### src/rtl/fc_sched_pkg.sv
// Shared constants for the fully-connected layer scheduler: FSM encodings and core count.
package fc_sched_pkg;

    localparam int unsigned NUM_CORE = 4;

    typedef logic [2:0] sched_state_t;

    localparam sched_state_t S_IDLE  = 3'd0;
    localparam sched_state_t S_START = 3'd1;
    localparam sched_state_t S_WAIT  = 3'd2;
    localparam sched_state_t S_STORE = 3'd3;
    localparam sched_state_t S_NEXT  = 3'd4;
    localparam sched_state_t S_DONE  = 3'd5;

    // Busy covers every state that belongs to an in-flight layer except the final DONE pulse.
    function automatic logic state_is_busy(input sched_state_t s);
        return (s != S_IDLE) && (s != S_DONE);
    endfunction

endpackage

### src/rtl/fc_layer_scheduler_if.sv
// Scheduler <-> 4-core data mover handshake: run/count/base out, idle/done/results back.
interface fc_layer_scheduler_if #(
    parameter int unsigned CNT_BIT = 31,
    parameter int unsigned AWIDTH  = 12,
    parameter int unsigned DWIDTH  = 32
);
    logic                mv_run;
    logic [CNT_BIT-1:0]  mv_num_cnt;
    logic [AWIDTH-1:0]   wgt_base;
    logic                mv_idle;
    logic                mv_done;
    logic [DWIDTH-1:0]   result_0;
    logic [DWIDTH-1:0]   result_1;
    logic [DWIDTH-1:0]   result_2;
    logic [DWIDTH-1:0]   result_3;

    modport master (
        output mv_run,
        output mv_num_cnt,
        output wgt_base,
        input  mv_idle,
        input  mv_done,
        input  result_0,
        input  result_1,
        input  result_2,
        input  result_3
    );

    modport slave (
        input  mv_run,
        input  mv_num_cnt,
        input  wgt_base,
        output mv_idle,
        output mv_done,
        output result_0,
        output result_1,
        output result_2,
        output result_3
    );

endinterface

### src/rtl/fc_result_writer.sv
// Captures the four core results of one mover pass and streams them into the result BRAM,
// core 0 first, at addresses grp_idx*4 + k.
module fc_result_writer
    import fc_sched_pkg::*;
#(
    parameter int unsigned GRP_BIT = 16,
    parameter int unsigned AWIDTH  = 12,
    parameter int unsigned DWIDTH  = 32
) (
    input  logic               clk,
    input  logic               reset,
    input  logic               cap_i,
    input  logic [DWIDTH-1:0]  res_0_i,
    input  logic [DWIDTH-1:0]  res_1_i,
    input  logic [DWIDTH-1:0]  res_2_i,
    input  logic [DWIDTH-1:0]  res_3_i,
    input  logic [GRP_BIT-1:0] grp_idx_i,
    output logic [AWIDTH-1:0]  addr_o,
    output logic               ce_o,
    output logic               we_o,
    output logic [DWIDTH-1:0]  data_o,
    output logic               wr_done_o
);

    logic [DWIDTH-1:0]  res_q [NUM_CORE];
    logic [1:0]         k_q, k_d;
    logic               active_q, active_d;
    logic [GRP_BIT+1:0] slot;

    always_comb begin
        active_d = active_q;
        k_d      = k_q;
        if (cap_i) begin
            active_d = 1'b1;
            k_d      = 2'd0;
        end else if (active_q) begin
            k_d = k_q + 2'd1;
            if (k_q == 2'd3) begin
                active_d = 1'b0;
            end
        end
    end

    always_ff @(posedge clk or posedge reset) begin
        if (reset) begin
            active_q <= 1'b0;
            k_q      <= 2'd0;
            for (int i = 0; i < NUM_CORE; i++) begin
                res_q[i] <= '0;
            end
        end else begin
            active_q <= active_d;
            k_q      <= k_d;
            if (cap_i) begin
                res_q[0] <= res_0_i;
                res_q[1] <= res_1_i;
                res_q[2] <= res_2_i;
                res_q[3] <= res_3_i;
            end
        end
    end

    // Address wraps silently at the BRAM depth; overwriting earlier groups is intended.
    assign slot      = {grp_idx_i, k_q};
    assign addr_o    = active_q ? AWIDTH'(slot) : '0;
    assign ce_o      = active_q;
    assign we_o      = active_q;
    assign data_o    = active_q ? res_q[k_q] : '0;
    assign wr_done_o = active_q && (k_q == 2'd3);

endmodule

### src/rtl/fc_layer_scheduler.sv
// Sequences one fully-connected layer: one mover pass per 4-node group, results stored serially.
module fc_layer_scheduler
    import fc_sched_pkg::*;
#(
    parameter int unsigned CNT_BIT = 31,
    parameter int unsigned GRP_BIT = 16,
    parameter int unsigned AWIDTH  = 12,
    parameter int unsigned DWIDTH  = 32
) (
    input  logic                 clk,
    input  logic                 reset,
    input  logic                 i_run,
    input  logic [CNT_BIT-1:0]   i_num_in,
    input  logic [GRP_BIT-1:0]   i_num_grp,
    output logic                 o_idle,
    output logic                 o_busy,
    output logic                 o_done,
    output logic [GRP_BIT-1:0]   o_grp_idx,
    fc_layer_scheduler_if.master mv,
    output logic [AWIDTH-1:0]    addr_r,
    output logic                 ce_r,
    output logic                 we_r,
    output logic [DWIDTH-1:0]    d_r
);

    sched_state_t       state_q, state_d;
    logic [CNT_BIT-1:0] num_in_q, num_in_d;
    logic [GRP_BIT-1:0] num_grp_q, num_grp_d;
    logic [GRP_BIT-1:0] grp_idx_q, grp_idx_d;
    logic [AWIDTH-1:0]  wgt_base_q, wgt_base_d;
    logic               cap;
    logic               wr_done;
    logic               last_grp;

    assign last_grp = (grp_idx_q == (num_grp_q - GRP_BIT'(1)));
    assign cap      = (state_q == S_WAIT) && mv.mv_done;

    always_comb begin
        state_d    = state_q;
        num_in_d   = num_in_q;
        num_grp_d  = num_grp_q;
        grp_idx_d  = grp_idx_q;
        wgt_base_d = wgt_base_q;
        case (state_q)
            S_IDLE: begin
                if (i_run) begin
                    num_in_d  = i_num_in;
                    num_grp_d = i_num_grp;
                    // An empty layer still reports completion but never touches the mover.
                    if ((i_num_in == '0) || (i_num_grp == '0)) begin
                        state_d = S_DONE;
                    end else begin
                        state_d = S_START;
                    end
                end
            end
            S_START: begin
                if (mv.mv_idle) begin
                    state_d = S_WAIT;
                end
            end
            S_WAIT: begin
                if (mv.mv_done) begin
                    state_d = S_STORE;
                end
            end
            S_STORE: begin
                if (wr_done) begin
                    state_d = S_NEXT;
                end
            end
            S_NEXT: begin
                if (last_grp) begin
                    state_d = S_DONE;
                end else begin
                    grp_idx_d  = grp_idx_q + GRP_BIT'(1);
                    // Running sum avoids a grp_idx*num_in multiplier; wraps mod 2^AWIDTH.
                    wgt_base_d = wgt_base_q + num_in_q[AWIDTH-1:0];
                    state_d    = S_START;
                end
            end
            S_DONE: begin
                grp_idx_d  = '0;
                wgt_base_d = '0;
                state_d    = S_IDLE;
            end
            default: begin
                state_d = S_IDLE;
            end
        endcase
    end

    always_ff @(posedge clk or posedge reset) begin
        if (reset) begin
            state_q    <= S_IDLE;
            num_in_q   <= '0;
            num_grp_q  <= '0;
            grp_idx_q  <= '0;
            wgt_base_q <= '0;
        end else begin
            state_q    <= state_d;
            num_in_q   <= num_in_d;
            num_grp_q  <= num_grp_d;
            grp_idx_q  <= grp_idx_d;
            wgt_base_q <= wgt_base_d;
        end
    end

    fc_result_writer #(
        .GRP_BIT (GRP_BIT),
        .AWIDTH  (AWIDTH),
        .DWIDTH  (DWIDTH)
    ) u_writer (
        .clk       (clk),
        .reset     (reset),
        .cap_i     (cap),
        .res_0_i   (mv.result_0),
        .res_1_i   (mv.result_1),
        .res_2_i   (mv.result_2),
        .res_3_i   (mv.result_3),
        .grp_idx_i (grp_idx_q),
        .addr_o    (addr_r),
        .ce_o      (ce_r),
        .we_o      (we_r),
        .data_o    (d_r),
        .wr_done_o (wr_done)
    );

    assign o_idle        = (state_q == S_IDLE);
    assign o_busy        = state_is_busy(state_q);
    assign o_done        = (state_q == S_DONE);
    assign o_grp_idx     = grp_idx_q;
    assign mv.mv_run     = (state_q == S_START) && mv.mv_idle;
    assign mv.mv_num_cnt = num_in_q;
    assign mv.wgt_base   = wgt_base_q;

endmodule
### src/flat_wrapper.sv
// flat-port wrapper written by rule: the top's interface ports become plain ports
module fc_layer_scheduler_flat import fc_sched_pkg::*;
#(
    parameter int unsigned CNT_BIT = 31,
    parameter int unsigned GRP_BIT = 16,
    parameter int unsigned AWIDTH  = 12,
    parameter int unsigned DWIDTH  = 32
)
  (clk, reset, i_run, i_num_in, i_num_grp, o_idle, o_busy, o_done, o_grp_idx, addr_r, ce_r, we_r, d_r, mv_mv_run, mv_mv_num_cnt, mv_wgt_base, mv_mv_idle, mv_mv_done, mv_result_0, mv_result_1, mv_result_2, mv_result_3);
  fc_layer_scheduler_if #(.CNT_BIT(CNT_BIT), .AWIDTH(AWIDTH), .DWIDTH(DWIDTH)) mv_i ();
  input  logic clk;
  input  logic reset;
  input  logic i_run;
  input  logic [CNT_BIT-1:0] i_num_in;
  input  logic [GRP_BIT-1:0] i_num_grp;
  output logic o_idle;
  output logic o_busy;
  output logic o_done;
  output logic [GRP_BIT-1:0] o_grp_idx;
  output logic [AWIDTH-1:0] addr_r;
  output logic ce_r;
  output logic we_r;
  output logic [DWIDTH-1:0] d_r;
  output wire logic [$bits(mv_i.mv_run)-1:0] mv_mv_run;
  output wire logic [$bits(mv_i.mv_num_cnt)-1:0] mv_mv_num_cnt;
  output wire logic [$bits(mv_i.wgt_base)-1:0] mv_wgt_base;
  input wire logic [$bits(mv_i.mv_idle)-1:0] mv_mv_idle;
  input wire logic [$bits(mv_i.mv_done)-1:0] mv_mv_done;
  input wire logic [$bits(mv_i.result_0)-1:0] mv_result_0;
  input wire logic [$bits(mv_i.result_1)-1:0] mv_result_1;
  input wire logic [$bits(mv_i.result_2)-1:0] mv_result_2;
  input wire logic [$bits(mv_i.result_3)-1:0] mv_result_3;
  assign mv_mv_run = mv_i.mv_run;
  assign mv_mv_num_cnt = mv_i.mv_num_cnt;
  assign mv_wgt_base = mv_i.wgt_base;
  assign mv_i.mv_idle = mv_mv_idle;
  assign mv_i.mv_done = mv_mv_done;
  assign mv_i.result_0 = mv_result_0;
  assign mv_i.result_1 = mv_result_1;
  assign mv_i.result_2 = mv_result_2;
  assign mv_i.result_3 = mv_result_3;
  fc_layer_scheduler #(.CNT_BIT(CNT_BIT), .GRP_BIT(GRP_BIT), .AWIDTH(AWIDTH), .DWIDTH(DWIDTH)) u_core (.clk(clk), .reset(reset), .i_run(i_run), .i_num_in(i_num_in), .i_num_grp(i_num_grp), .o_idle(o_idle), .o_busy(o_busy), .o_done(o_done), .o_grp_idx(o_grp_idx), .mv(mv_i), .addr_r(addr_r), .ce_r(ce_r), .we_r(we_r), .d_r(d_r));
endmodule
### config.mk
export PLATFORM = sky130hd
export DESIGN_NAME = fc_layer_scheduler_flat
export DESIGN_NICKNAME = d
export VERILOG_FILES = /design/src/rtl/fc_sched_pkg.sv /design/src/rtl/fc_layer_scheduler_if.sv /design/src/rtl/fc_result_writer.sv /design/src/rtl/fc_layer_scheduler.sv /design/src/flat_wrapper.sv
export SDC_FILE = /design/constraint.sdc
export NUM_CORES = 1
export LEC_CHECK = 0
export ABC_AREA = 1
export BUFFER_PORTS_ARGS = -buffer_cell sky130_fd_sc_hd__buf_2
export CAP_MARGIN = 20
export CORE_MARGIN = 1.5
export CORE_UTILIZATION = 49
export DETAILED_ROUTE_END_ITERATION = 7
export PLACE_DENSITY = 0.89
export SLEW_MARGIN = 15
export SYNTH_ARGS = -nofsm -noshare
export SYNTH_HDL_FRONTEND = slang
export SYNTH_HIERARCHICAL = 1
export SYNTH_SLANG_ARGS = --single-unit
export TNS_END_PERCENT = 5
### constraint.sdc
create_clock -name clk -period 4.93 [get_ports clk]
set_input_delay 1.479 -clock clk [delete_from_list [all_inputs] [get_ports clk]]
set_output_delay 1.479 -clock clk [all_outputs]
set_load 0.05 [all_outputs]
### Word-level counts from Yosys, hierarchy flattened

Index checks and enable logic that the tools add are counted.

* equal/unequal tests: 13
* reduce and logical (&&, ||, !) cells: 14
* order comparisons: 1
* bitwise logic cells: 1
* $add $sub $neg: 4
* multiplexer cells: 21

Operators with widths (number)
* $mux 32: 3
* $bmux 32 s2: 1
* $pmux 16 s2: 1
* $logic_not 31->1: 1
* $mux 12: 2
* $pmux 12 s2: 1
* $mux 3: 6
* $add 16x1->16 const B: 1
* $eq 16x16->1: 1
* $logic_not 16->1: 1
* $mux 16: 1
* $sub 16x1->16 const B: 1
* $pmux 3 s5: 1
* $add 12x12->12: 1
* $ne 2x2->1 const B: 5
* $eq 3x2->1 const B: 2
* $eq 3x3->1 const B: 2
* $logic_and 1x1->1: 4
* $mux 2: 2
* $reduce_and 2->1: 2
* $reduce_and 4->1: 1
* $reduce_bool 2->1: 2
* $eq 3x1->1 const B: 1
* $ge 3x3->1 const B: 1
* 8 further kinds: 10

* bits in registers: 209

### Logic depth before layout (Yosys ltp)

Gate-level depths: netlist of the first run.

* word-level depth: 5
* depth in mapped cells: 16

### By module

Netlist of the first run, hierarchy kept.

Modules (own cells, without submodules)
* fc_result_writer: area an instance 6332.3 um2, cells each 829, times used 1
* fc_layer_scheduler: area an instance 4850.9 um2, cells each 611, times used 1

### Worst setup path before layout of the first run

Ideal clock, no wire load.

* path type: reg2out
* from: reg u_core.state_q[0]
* to: out o_busy
* data required time: 3.451 ns
* data arrival time: 2.214 ns
* path buffers: 0
* stages on the path, launching flop included: 4
* slack: 1.237 ns
* cell sequence: dfrtp_1 -> inv_1 -> nor3_1 -> nor2_1

* word-level cells in the longest chain between the ends: 2
* elaborated cells between the ends (all ways): 3
* those cells by class: eq/ne: 1; reduce/logical: 2

Ends and longest elaborated chain
* start: declaration: line fc_layer_scheduler.sv:26 `sched_state_t state_q, state_d;`
* start signal: assignment: line fc_layer_scheduler.sv:101 `state_q <= state_d;`
* $ne 3x3->1 or $reduce_bool 3->1 (tied branches): line fc_sched_pkg.sv:17 `return (s != S_IDLE) && (s != S_DONE);`
* $logic_and 1x1->1 *: line fc_sched_pkg.sv:17
* end: declaration: line flat_wrapper.sv:17 `output logic o_busy;`

Mark *: on every way between the ends. The rest lies on a longest branch, timed or not.

### Worst setup path after layout of the first run

* from: reg u_core.u_writer.active_q, in the netlist u_core/u_writer/ce_o
* to: out d_r[8]

* word-level cells in the longest chain between the ends: 1

Ends and longest elaborated chain
* start: declaration: line fc_result_writer.sv:27 `logic active_q, active_d;`
* start signal: assignment: line fc_result_writer.sv:52 `active_q <= active_d;`
* $mux 32: line fc_result_writer.sv:68 `assign data_o = active_q ? res_q[k_q] : '0;`
* end: declaration: line flat_wrapper.sv:23 `output logic [DWIDTH-1:0] d_r;`

No other way between the ends.

==> results.json, run 1 <==
{
  "worstMarginPinSlew_ps": 897,
  "drive_gt1_share_pct": 22.3,
  "synth_largest_area_cell": "dfrtp_1",
  "dieWidth_um": 154,
  "hold_path.class": "reg -> reg",
  "cp-end-kind": "output pin",
  "power.internal_w": 0.00494,
  "ys_seq_elements": 209,
  "core_um2": 22500,
  "r2r_start": "u_core/num_grp_q[0]",
  "first_global_vias": 10300,
  "yosysSeqAreaShare_pct": 46.8,
  "syn_to_final_growth_pct": 20.5,
  "die-area_um2": 23700,
  "wl_per_cell_um": 15.2,
  "hold_path_depth": 2,
  "viasPerCell": 5.26,
  "power_w": 0.00939,
  "hold_viol_final": 0,
  "critical_path_class": "reg -> out",
  "synth_compound_area_share_pct": 9.62,
  "die_height_um": 154,
  "start_kind": "register",
  "drv_cap": 0,
  "worstHoldEndpoint": "u_core/mv.mv_num_cnt[23]",
  "cts_buffers": 24,
  "setup_violations": 0,
  "rows": 55,
  "synthMuxAreaShare_pct": 2.22,
  "io_buffers": 288,
  "ff2ff_path_depth": 13,
  "ant_nets": 0,
  "drt-initial-drc-count": 868,
  "pwr-share-comb_pct": 49.8,
  "synth_top_area_share_pct": 46.8,
  "yosysMostFrequentCell": "nand2_1",
  "htreeDepth": 1,
  "r2r_end": "u_core/mv.wgt_base[2]",
  "yosys_warnings": 6,
  "netlist_instances": 1440,
  "crit_start": "u_core/u_writer/ce_o",
  "rrSetupSlack_ps": 2380,
  "timing.critical_path.required_ps": 3450,
  "p_switching_w": 0.00445,
  "async_flop_share_pct": 100,
  "skew_ps": 9.10,
  "synth.distinct_cells": 38,
  "clk_pin_slew_worst_paths_ps": 60,
  "drc": 0,
  "synth-edff-count": 0,
  "leakagePower_nw": 7.24,
  "cts_resized": 0,
  "critPathMaxFanout": 35,
  "drv_slew": 0,
  "grt_setup_unrepaired": "false",
  "maxSlewHeadroom_pct": 40.1,
  "tns_ps": 0,
  "power_density_nw_per_um2": 697,
  "clock_path_buffers": 3,
  "drt-total-wl_mm": 30.4,
  "cts_tree": "yes",
  "synthXorXnorAreaFrac_pct": 2.74,
  "seqPwrFrac_pct": 31.0,
  "place.gp.congestion": 0.933,
  "netlist_area_um2": 11200,
  "swShare_pct": 47.4,
  "min-delay-start": "u_core/mv.mv_num_cnt[23]",
  "grt_usage_pct": 25.6,
  "fin_crit_ps": 3890,
  "status": "finished, final reports clean",
  "ir_worst_vdd_mv": 0.425,
  "synth_simple_gate_area_share_pct": 25.4,
  "start_util_pct": 49.7,
  "finalCritPeriodShare_pct": 79.0,
  "hpwl_mm": 21.5,
  "grt_max_degree": 107,
  "insertion_delay_ps": 510,
  "drt_pass1_iterations": 5,
  "synth_top_family_by_area": "simple AND/OR/NAND/NOR gates",
  "syn_nets": 1635,
  "grt_first_pass_wirelength_mm": 49.9,
  "grt-ovfl-total": 0,
  "cts_root_buf": "clkbuf_16",
  "antenna_found_initial": 4,
  "postSynthAreaPerCell_um2": 7.77,
  "ctsHoldBuffers": 0,
  "synth_adder_area_share_pct": 1.75,
  "cts_sinks": 209,
  "fin_nets": 1887,
  "clkPwrFrac_pct": 19.2,
  "fmax_ghz": 0.257,
  "cp_data_arrival_time_ps": 2420,
  "ys_top_cells_by_count": "nand2_1, inv_1, dfrtp_1",
  "cts_setup_buffers": 0,
  "ios": 289,
  "synthFlopType": "dfrtp_1",
  "synth_area_leaders": "dfrtp_1, nand2_1, inv_1",
  "vias": 10500
}
==> metrics by stage <==
stage | setup WS [ps] | cell area [µm²] | utilization (%) | cells | hold WS (ps)
detailed placement | 1470 | 12700 | 56.2 | 1951 | 471
global placement | 1460 | 12700 | 56.2 | 1951 | 465
CTS | 1030 | 13500 | 59.8 | 1991 | 485
finish | 1040 | 13500 | 59.9 | 1997 | 487
global route | 860 | 13500 | 59.9 | 1995 | 521
floorplan | 1240 | 11200 | - | 1440 | 474
==> power by group through the flow <==
stage / Combinational, W / Clock [W] / Sequential (W)
finish: 0.00467 / 0.00181 / 0.00291
global route: 0.00516 / 0.00193 / 0.00299
CTS: 0.00467 / 0.00185 / 0.00291
detailed placement: 0.00462 / 0 / 0.00294
global placement: 0.00451 / 0 / 0.00290
floorplan: 0.00308 / 0 / 0.00342
==> layout by cell type (no fill, tap or decap), types with 3 or more instances in the layout <==
cell       instances
a21oi_1           49
buf_2            288
buf_4             10
bufinv_16          3
clkbuf_1           6
clkbuf_16         24
clkbuf_8           5
dfrtp_1          208
diode_2            6
ha_1              14
inv_1            216
inv_2              4
mux2_2            22
nand2_1          401
nand3_1          132
nand3b_1          13
nand4_1           28
nor2_1            39
nor2_2             6
nor2_4             4
nor3_1            12
nor4_1             9
o21ai_0           90
o21ai_1           64
or2_2              3
xnor2_1           11
xor2_1            24
==> logic make-up (layout without fill, tap and decap cells) <==
family                     count (synthesis)  count (layout)
AOI/OAI and AO/OA                        211             211
xor gates and xnor gates                  35              35
adders and majority gates                 15              15
buffers and inverters                    295             561
DFF                                      209             209
muxes                                     22              22
other                                      0               6
and+or+nand+nor                          653             653
==> worst max-delay path by stage <==
stage	to	cells after the start
after floorplan	o_busy	3
after global placement	mv_mv_run	4
after detailed placement	mv_mv_run	4
after CTS	d_r[8]	3
after global routing	d_r[8]	3
final	d_r[8]	3
==> worst max-delay path, stage by stage, from the launching register on <==
cell and delay, ps:
dfrtp_1 790, inv_2 500, a21oi_1 300, buf_2 300
==> layer usage <==
layer  GRT usage, %  vias to the layer above  share of wire (%)  routed length (µm)
li1               -                     5088                  -                   -
met1           33.8                     4899                 43               13100
met2           41.5                      429                 47               14200
met3           4.14                       86                6.6                2010
met4           11.8                        0                3.8                1150
met5              0                        -                  0                   0
==> layout make-up <==
cell class	count	area [µm²]
antenna	6	15.0
clock buffer	35	692
clock inverter	5	111
fill	2005	9020
inverter	221	833
multi-input combinational	936	4680
sequential	209	5230
tap	285	357
timing repair buffer	300	1560
==> registers in the layout (all words and copies together) (netlist names) <==
signal / flops
u_core/u_writer/res_q: 128
u_core/mv.mv_num_cnt: 31
u_core/num_grp_q: 16
u_core/o_grp_idx: 16
u_core/mv.wgt_base: 12
u_core/state_q: 3
u_core/u_writer/k_q: 2
u_core/u_writer/ce_o: 1
Note: power is estimated with default switching activity, not from simulation.
==> run 2, diff against run 1 <==
- ABC_AREA: 1 -> 0
- CORE_UTILIZATION: 49 -> 48
- PLACE_DENSITY: 0.89 -> 0.88
- clock period: 4.93 -> 3.4 ns (I/O delays scaled with it)
==> results.json, run 2 <==
{
  "drt-total-wl_mm": 26.9,
  "ir_worst_vdd_mv": 0.595,
  "htreeDepth": 1,
  "ys_top_cells_by_count": "dfrtp_1, mux2_2, mux2_4",
  "ctsHoldBuffers": 0,
  "hold_path.class": "reg -> reg",
  "grt_usage_pct": 22.6,
  "hold_viol_final": 0,
  "seqPwrFrac_pct": 33.5,
  "wl_met3_mm": 1.61,
  "synth-edff-count": 0,
  "postSynthAreaPerCell_um2": 13.0,
  "ys_seq_elements": 209,
  "ios": 289,
  "die-area_um2": 23300,
  "cp-end-kind": "output pin",
  "drc": 0,
  "cts_resized": 0,
  "swShare_pct": 42.0,
  "ant_nets": 0,
  "power_density_nw_per_um2": 1040,
  "skew_ps": 10.5,
  "final_cell_mix": "buf_2, dfrtp_1, mux2_2, mux2_4, mux2i_1",
  "netlist_instances": 830,
  "netlist_area_um2": 10800,
  "syn_to_final_growth_pct": 22.1,
  "dp_cells": 1362,
  "insertion_delay_ps": 510,
  "synthFlopType": "dfrtp_1",
  "synth_top_area_share_pct": 48.6,
  "syn_nets": 1025,
  "synth_area_leaders": "dfrtp_1, mux2_4, mux2_2",
  "drt-initial-drc-count": 469,
  "wl_met1_mm": 11.3,
  "worstMarginPinSlew_ps": 808,
  "fin_nets": 1303,
  "maxSlewHeadroom_pct": 46.1,
  "cp_data_arrival_time_ps": 2270,
  "layout_commonest_cell": "buf_2",
  "p_switching_w": 0.00572,
  "pwr-share-comb_pct": 48.1,
  "cts_sinks": 209,
  "cts_buffers": 24,
  "tns_ps": 0,
  "dr_wl_met2_mm": 13.1,
  "critical_path_class": "reg -> out",
  "drive_gt1_share_pct": 47.3,
  "core_um2": 21900,
  "finalCritPeriodShare_pct": 96.8,
  "async_flop_share_pct": 100,
  "largest_register_ffs": 128,
  "drv_cap": 0,
  "critPathMaxFanout": 33,
  "yosys_warnings": 6,
  "fin_crit_ps": 3290,
  "fmax_ghz": 0.304,
  "nFillCells": 1732,
  "drv_slew": 0,
  "first_global_vias": 8311,
  "synth.distinct_cells": 59,
  "dieWidth_um": 153,
  "timing.critical_path.required_ps": 2380,
  "clock_path_buffers": 3,
  "grt_setup_unrepaired": "false",
  "power.internal_w": 0.00788,
  "rrSetupSlack_ps": 240,
  "die_height_um": 153,
  "instances_no_fill": 1408,
  "clkPwrFrac_pct": 18.4,
  "vias": 7889,
  "grt-ovfl-total": 0,
  "place.gp.congestion": 0.895,
  "wl_per_cell_um": 19.1,
  "status": "finished, final reports clean",
  "leakagePower_nw": 6.19,
  "yosysMostFrequentCell": "dfrtp_1",
  "grt_first_pass_wirelength_mm": 43.1,
  "yosysSeqAreaShare_pct": 48.6,
  "largest_register": "u_core/u_writer/res_q",
  "hpwl_mm": 18.8,
  "viasPerCell": 5.60,
  "cts_tree": "yes",
  "start_util_pct": 49.1,
  "setup_violations": 0,
  "clk_pin_slew_worst_paths_ps": 60,
  "top_layer": "met4",
  "io_buffers": 288,
  "rows": 54,
  "synth_largest_area_cell": "dfrtp_1",
  "grt_max_degree": 68,
  "cts_root_buf": "clkbuf_16",
  "cts_setup_buffers": 0,
  "drt_pass1_iterations": 5,
  "start_kind": "register",
  "antenna_found_initial": 5
}
## run 2: final cells by class
| class | count | area, µm² | area share, % |
|---|---|---|---|
| Timing Repair Buffer | 303 | 1630 | 12.4 |
| Antenna cell | 5 | 12.5 | 0.0953 |
| Clock buffer | 37 | 721 | 5.49 |
| Inverter | 19 | 75.1 | 0.572 |
| Clock inverter | 4 | 47.5 | 0.362 |
| Sequential cell | 209 | 5230 | 39.9 |
| Tap cell | 280 | 350 | 2.67 |
| Multi-Input combinational cell | 551 | 5060 | 38.5 |
## run 2: path summary, 6_finish.rpt
| path | from | endpoint | depth (start not counted) |
|---|---|---|---|
| setup / recovery | u_core/u_writer/k_q[1] | d_r[12] | 4 |
| hold / removal | u_core/mv.mv_num_cnt[29] | u_core/mv.mv_num_cnt[29] | 1 |
| setup reg to reg | u_core/num_grp_q[0] | u_core/mv.wgt_base[3] | 11 |
| hold reg to reg | u_core/mv.mv_num_cnt[29] | u_core/mv.mv_num_cnt[29] | 1 |
| max in group asynchronous | reset | u_core/u_writer/res_q[90] | 3 |
| min in group asynchronous | reset | u_core/mv.mv_num_cnt[28] | 2 |
## run 2: critical path, stage by stage, from the launching register on
cell and delay, ps:
dfrtp_4 820, buf_12 280, mux2i_1 280, o22ai_1 100
buf_2 240
## run 2: cell families after synthesis
kind of cell               after synthesis  synth area share, %
AOI/OAI and AO/OA                      112                 6.89
xor gates and xnor gates                28                 2.28
adders and majority gates               15                 1.82
buffers and inverters                   70                 4.45
DFF                                    209                 48.6
muxes                                  243                 27.7
and+or+nand+nor                        153                 8.23
## run 2: per-layer routing
metal / GRT usage (%) / up-vias
li1: - / 3592
met1: 29.1 / 3913
met2: 37.2 / 321
met3: 4.27 / 63
met4: 9.71 / 0
met5: 0 / -
## run 2: stage by stage
stage	setup slack [ps]	power [W]	cell area (µm²)	utilization, %	hold slack [ps]
after floorplan	385	0.00972	10800	-	480
after global placement	492	0.0109	12300	56.4	482
after detailed placement	342	0.0111	12300	56.4	490
after CTS	94.2	0.0137	13100	59.9	502
after global routing	19.8	0.0143	13100	60.0	517
final	109	0.0136	13100	60.0	502
## run 2: power by group through the flow
stage | clock, W | combinational (W) | sequential [W]
after floorplan | 0 | 0.00474 | 0.00498
after global placement | 0 | 0.00636 | 0.00449
after detailed placement | 0 | 0.00651 | 0.00457
after CTS | 0.00258 | 0.00655 | 0.00455
after global routing | 0.00267 | 0.00694 | 0.00471
final | 0.00250 | 0.00654 | 0.00456
==> run 3, diff against run 2 <==
- SYNTH_HIERARCHICAL: 1 -> default
==> results.json, run 3 <==
{
  "status": "finished, final reports clean",
  "r2r_start": "u_core.num_grp_q[3]",
  "diodes": 0,
  "place_ws_ps": 30.3,
  "largest_register_ffs": 128,
  "die_height_um": 149,
  "drive_gt1_share_pct": 51.4,
  "yosysSeqAreaShare_pct": 50.8,
  "setup_violations": 0,
  "core_um2": 21000,
  "drc": 0,
  "synth_area_leaders": "dfrtp_1, mux2_2, mux4_2",
  "fmax_ghz": 0.311,
  "dieWidth_um": 149,
  "die-area_um2": 22300,
  "htreeDepth": 1,
  "critical_path_class": "reg -> reg",
  "place.gp.congestion": 0.911,
  "viasPerCell": 5.61,
  "timing.critical_path.required_ps": 3830,
  "placed_cell_area_um2": 12200,
  "yosys_warnings": 0,
  "netlist_instances": 799,
  "largest_register": "u_core.u_writer.res_q",
  "cts_tree": "yes",
  "cp-end-kind": "register",
  "synthFlopType": "dfrtp_1",
  "instances_no_fill": 1379,
  "hold_path.class": "reg -> reg",
  "syn_nets": 994,
  "cts_root_buf": "clkbuf_16",
  "critPathMaxFanout": 11,
  "synth_top_area_share_pct": 50.8,
  "fin_crit_ps": 3210,
  "drv_cap": 0,
  "synth_largest_area_cell": "dfrtp_1",
  "crit_start": "u_core.num_grp_q[3]",
  "drt_pass1_iterations": 5,
  "hold_viol_final": 0,
  "clkPwrFrac_pct": 20.3,
  "ir_worst_vdd_mv": 0.858,
  "netlist_area_um2": 10300,
  "ys_seq_elements": 209,
  "wl_per_cell_um": 19.3,
  "rows": 53,
  "grt_usage_pct": 24.1,
  "drt-total-wl_mm": 26.6,
  "fin_ws_ps": 185,
  "pwr-share-comb_pct": 47.3,
  "ios": 289,
  "cts_buffers": 24,
  "start_kind": "register",
  "insertion_delay_ps": 530,
  "postSynthAreaPerCell_um2": 12.9,
  "worstMarginPinSlew_ps": 887,
  "synth-edff-count": 0,
  "grt_max_degree": 78,
  "leakagePower_nw": 6.20,
  "grt-ovfl-total": 0,
  "layout_commonest_cell": "buf_2",
  "grt_setup_unrepaired": "false",
  "cts_sinks": 209,
  "clock_path_buffers": 3,
  "swShare_pct": 41.2,
  "power_density_nw_per_um2": 1080,
  "finalCritPeriodShare_pct": 94.6,
  "syn_to_final_growth_pct": 27.3,
  "maxSlewHeadroom_pct": 40.9,
  "p_switching_w": 0.00586,
  "postLayoutCellArea_um2": 13100,
  "async_flop_share_pct": 100,
  "fin_nets": 1281,
  "seqPwrFrac_pct": 32.4,
  "hold_path_depth": 1,
  "skew_ps": 25.1,
  "first_global_vias": 8110,
  "start_util_pct": 49.0,
  "drt-initial-drc-count": 286,
  "clk_pin_slew_worst_paths_ps": 60,
  "min-delay-start": "u_core.u_writer.res_q[123]",
  "drv_slew": 0,
  "ff2ff_path_depth": 9,
  "ys_top_cells_by_count": "dfrtp_1, mux2_2, and2_1",
  "hpwl_mm": 18.6,
  "vias": 7742,
  "antenna_found_initial": 2,
  "synth.distinct_cells": 50,
  "cp_data_arrival_time_ps": 3640,
  "yosysMostFrequentCell": "dfrtp_1",
  "io_buffers": 288,
  "dp_cells": 1332,
  "ant_nets": 0,
  "grt_first_pass_wirelength_mm": 42.1,
  "power.internal_w": 0.00835,
  "final_cell_mix": "buf_2, dfrtp_1, mux2_2"
}
-- run 3: per-stage QoR --
stage / hold slack, ps / setup TNS [ps] / util, % / total power (W)
2_1_floorplan: 475 / -69850 / - / 0.00961
3_3_place_gp: 483 / 0 / 57.8 / 0.0110
3_5_place_dp: 491 / 0 / 57.8 / 0.0112
4_1_cts: 495 / 0 / 62.3 / 0.0143
5_1_grt: 516 / 0 / 62.4 / 0.0150
6_report: 503 / 0 / 62.4 / 0.0142
-- run 3: timing repair --
item / CTS / global route
pin swaps: 0 / 1
endpoints found under the setup margin: 22 / 6
resized for setup: 3 / 2
hold buffers: 0 / 0
cloned: 0 / 0
hold endpoints to repair: 0 / 0
setup buffers: 2 / 1
-- run 3: final cells by class --
class	count	area [µm²]
clock buffer	31	687
clock inverter	13	226
fill	1577	7910
inverter	15	60.1
multi-input combinational	526	4850
sequential	209	5240
tap	275	344
timing repair buffer	310	1710
-- run 3: path summary, 6_finish.rpt --
kind | end | slack (ps)
max in group asynchronous | u_core.u_writer.res_q[61] | 2140
setup reg to reg | u_core.o_grp_idx[12] | 190
min in group asynchronous | u_core.u_writer.res_q[30] | 510
hold reg to reg | u_core.u_writer.res_q[123] | 500
setup / recovery | u_core.o_grp_idx[12] | 190
hold / removal | u_core.u_writer.res_q[123] | 500
-- run 3: power groups by stage --
stage          clock network, W  logic [W]  registers, W
4_1_cts                 0.00295    0.00675       0.00460
5_1_grt                 0.00306    0.00714       0.00475
3_5_place_dp                  0    0.00661       0.00463
2_1_floorplan                 0    0.00450       0.00511
6_report                0.00289    0.00672       0.00460
3_3_place_gp                  0    0.00642       0.00455
-- run 3: routing by layer --
layer / track usage, % / up-vias / part of all wire, %
met3: 6.55 / 68 / 8.3
li1: - / 3507 / -
met1: 28.8 / 3845 / 38
met4: 8.27 / 0 / 3.2
met2: 41.8 / 322 / 51
met5: 0 / - / 0
-- run 3: kinds of logic after synthesis --
family,count (synthesis),share of synthesized area (%)
multiplexers,227,28.0
adder cells (fa/ha/maj),15,1.90
buffers and inverters,64,2.44
AND/OR/NAND/NOR,194,10.3
XOR/XNOR,30,2.55
AO/OA/AOI/OAI,60,4.00
flip-flops,209,50.8
-- run 3: critical path, stage by stage, from the launching register on --
cell and delay, ps:
dfrtp_1 430, or4_4 610, or3_1 410, a211o_1 300
a21boi_1 130, o21bai_1 80, a2111o_2 580, buf_4 210
a31o_1 220, a21oi_1 150
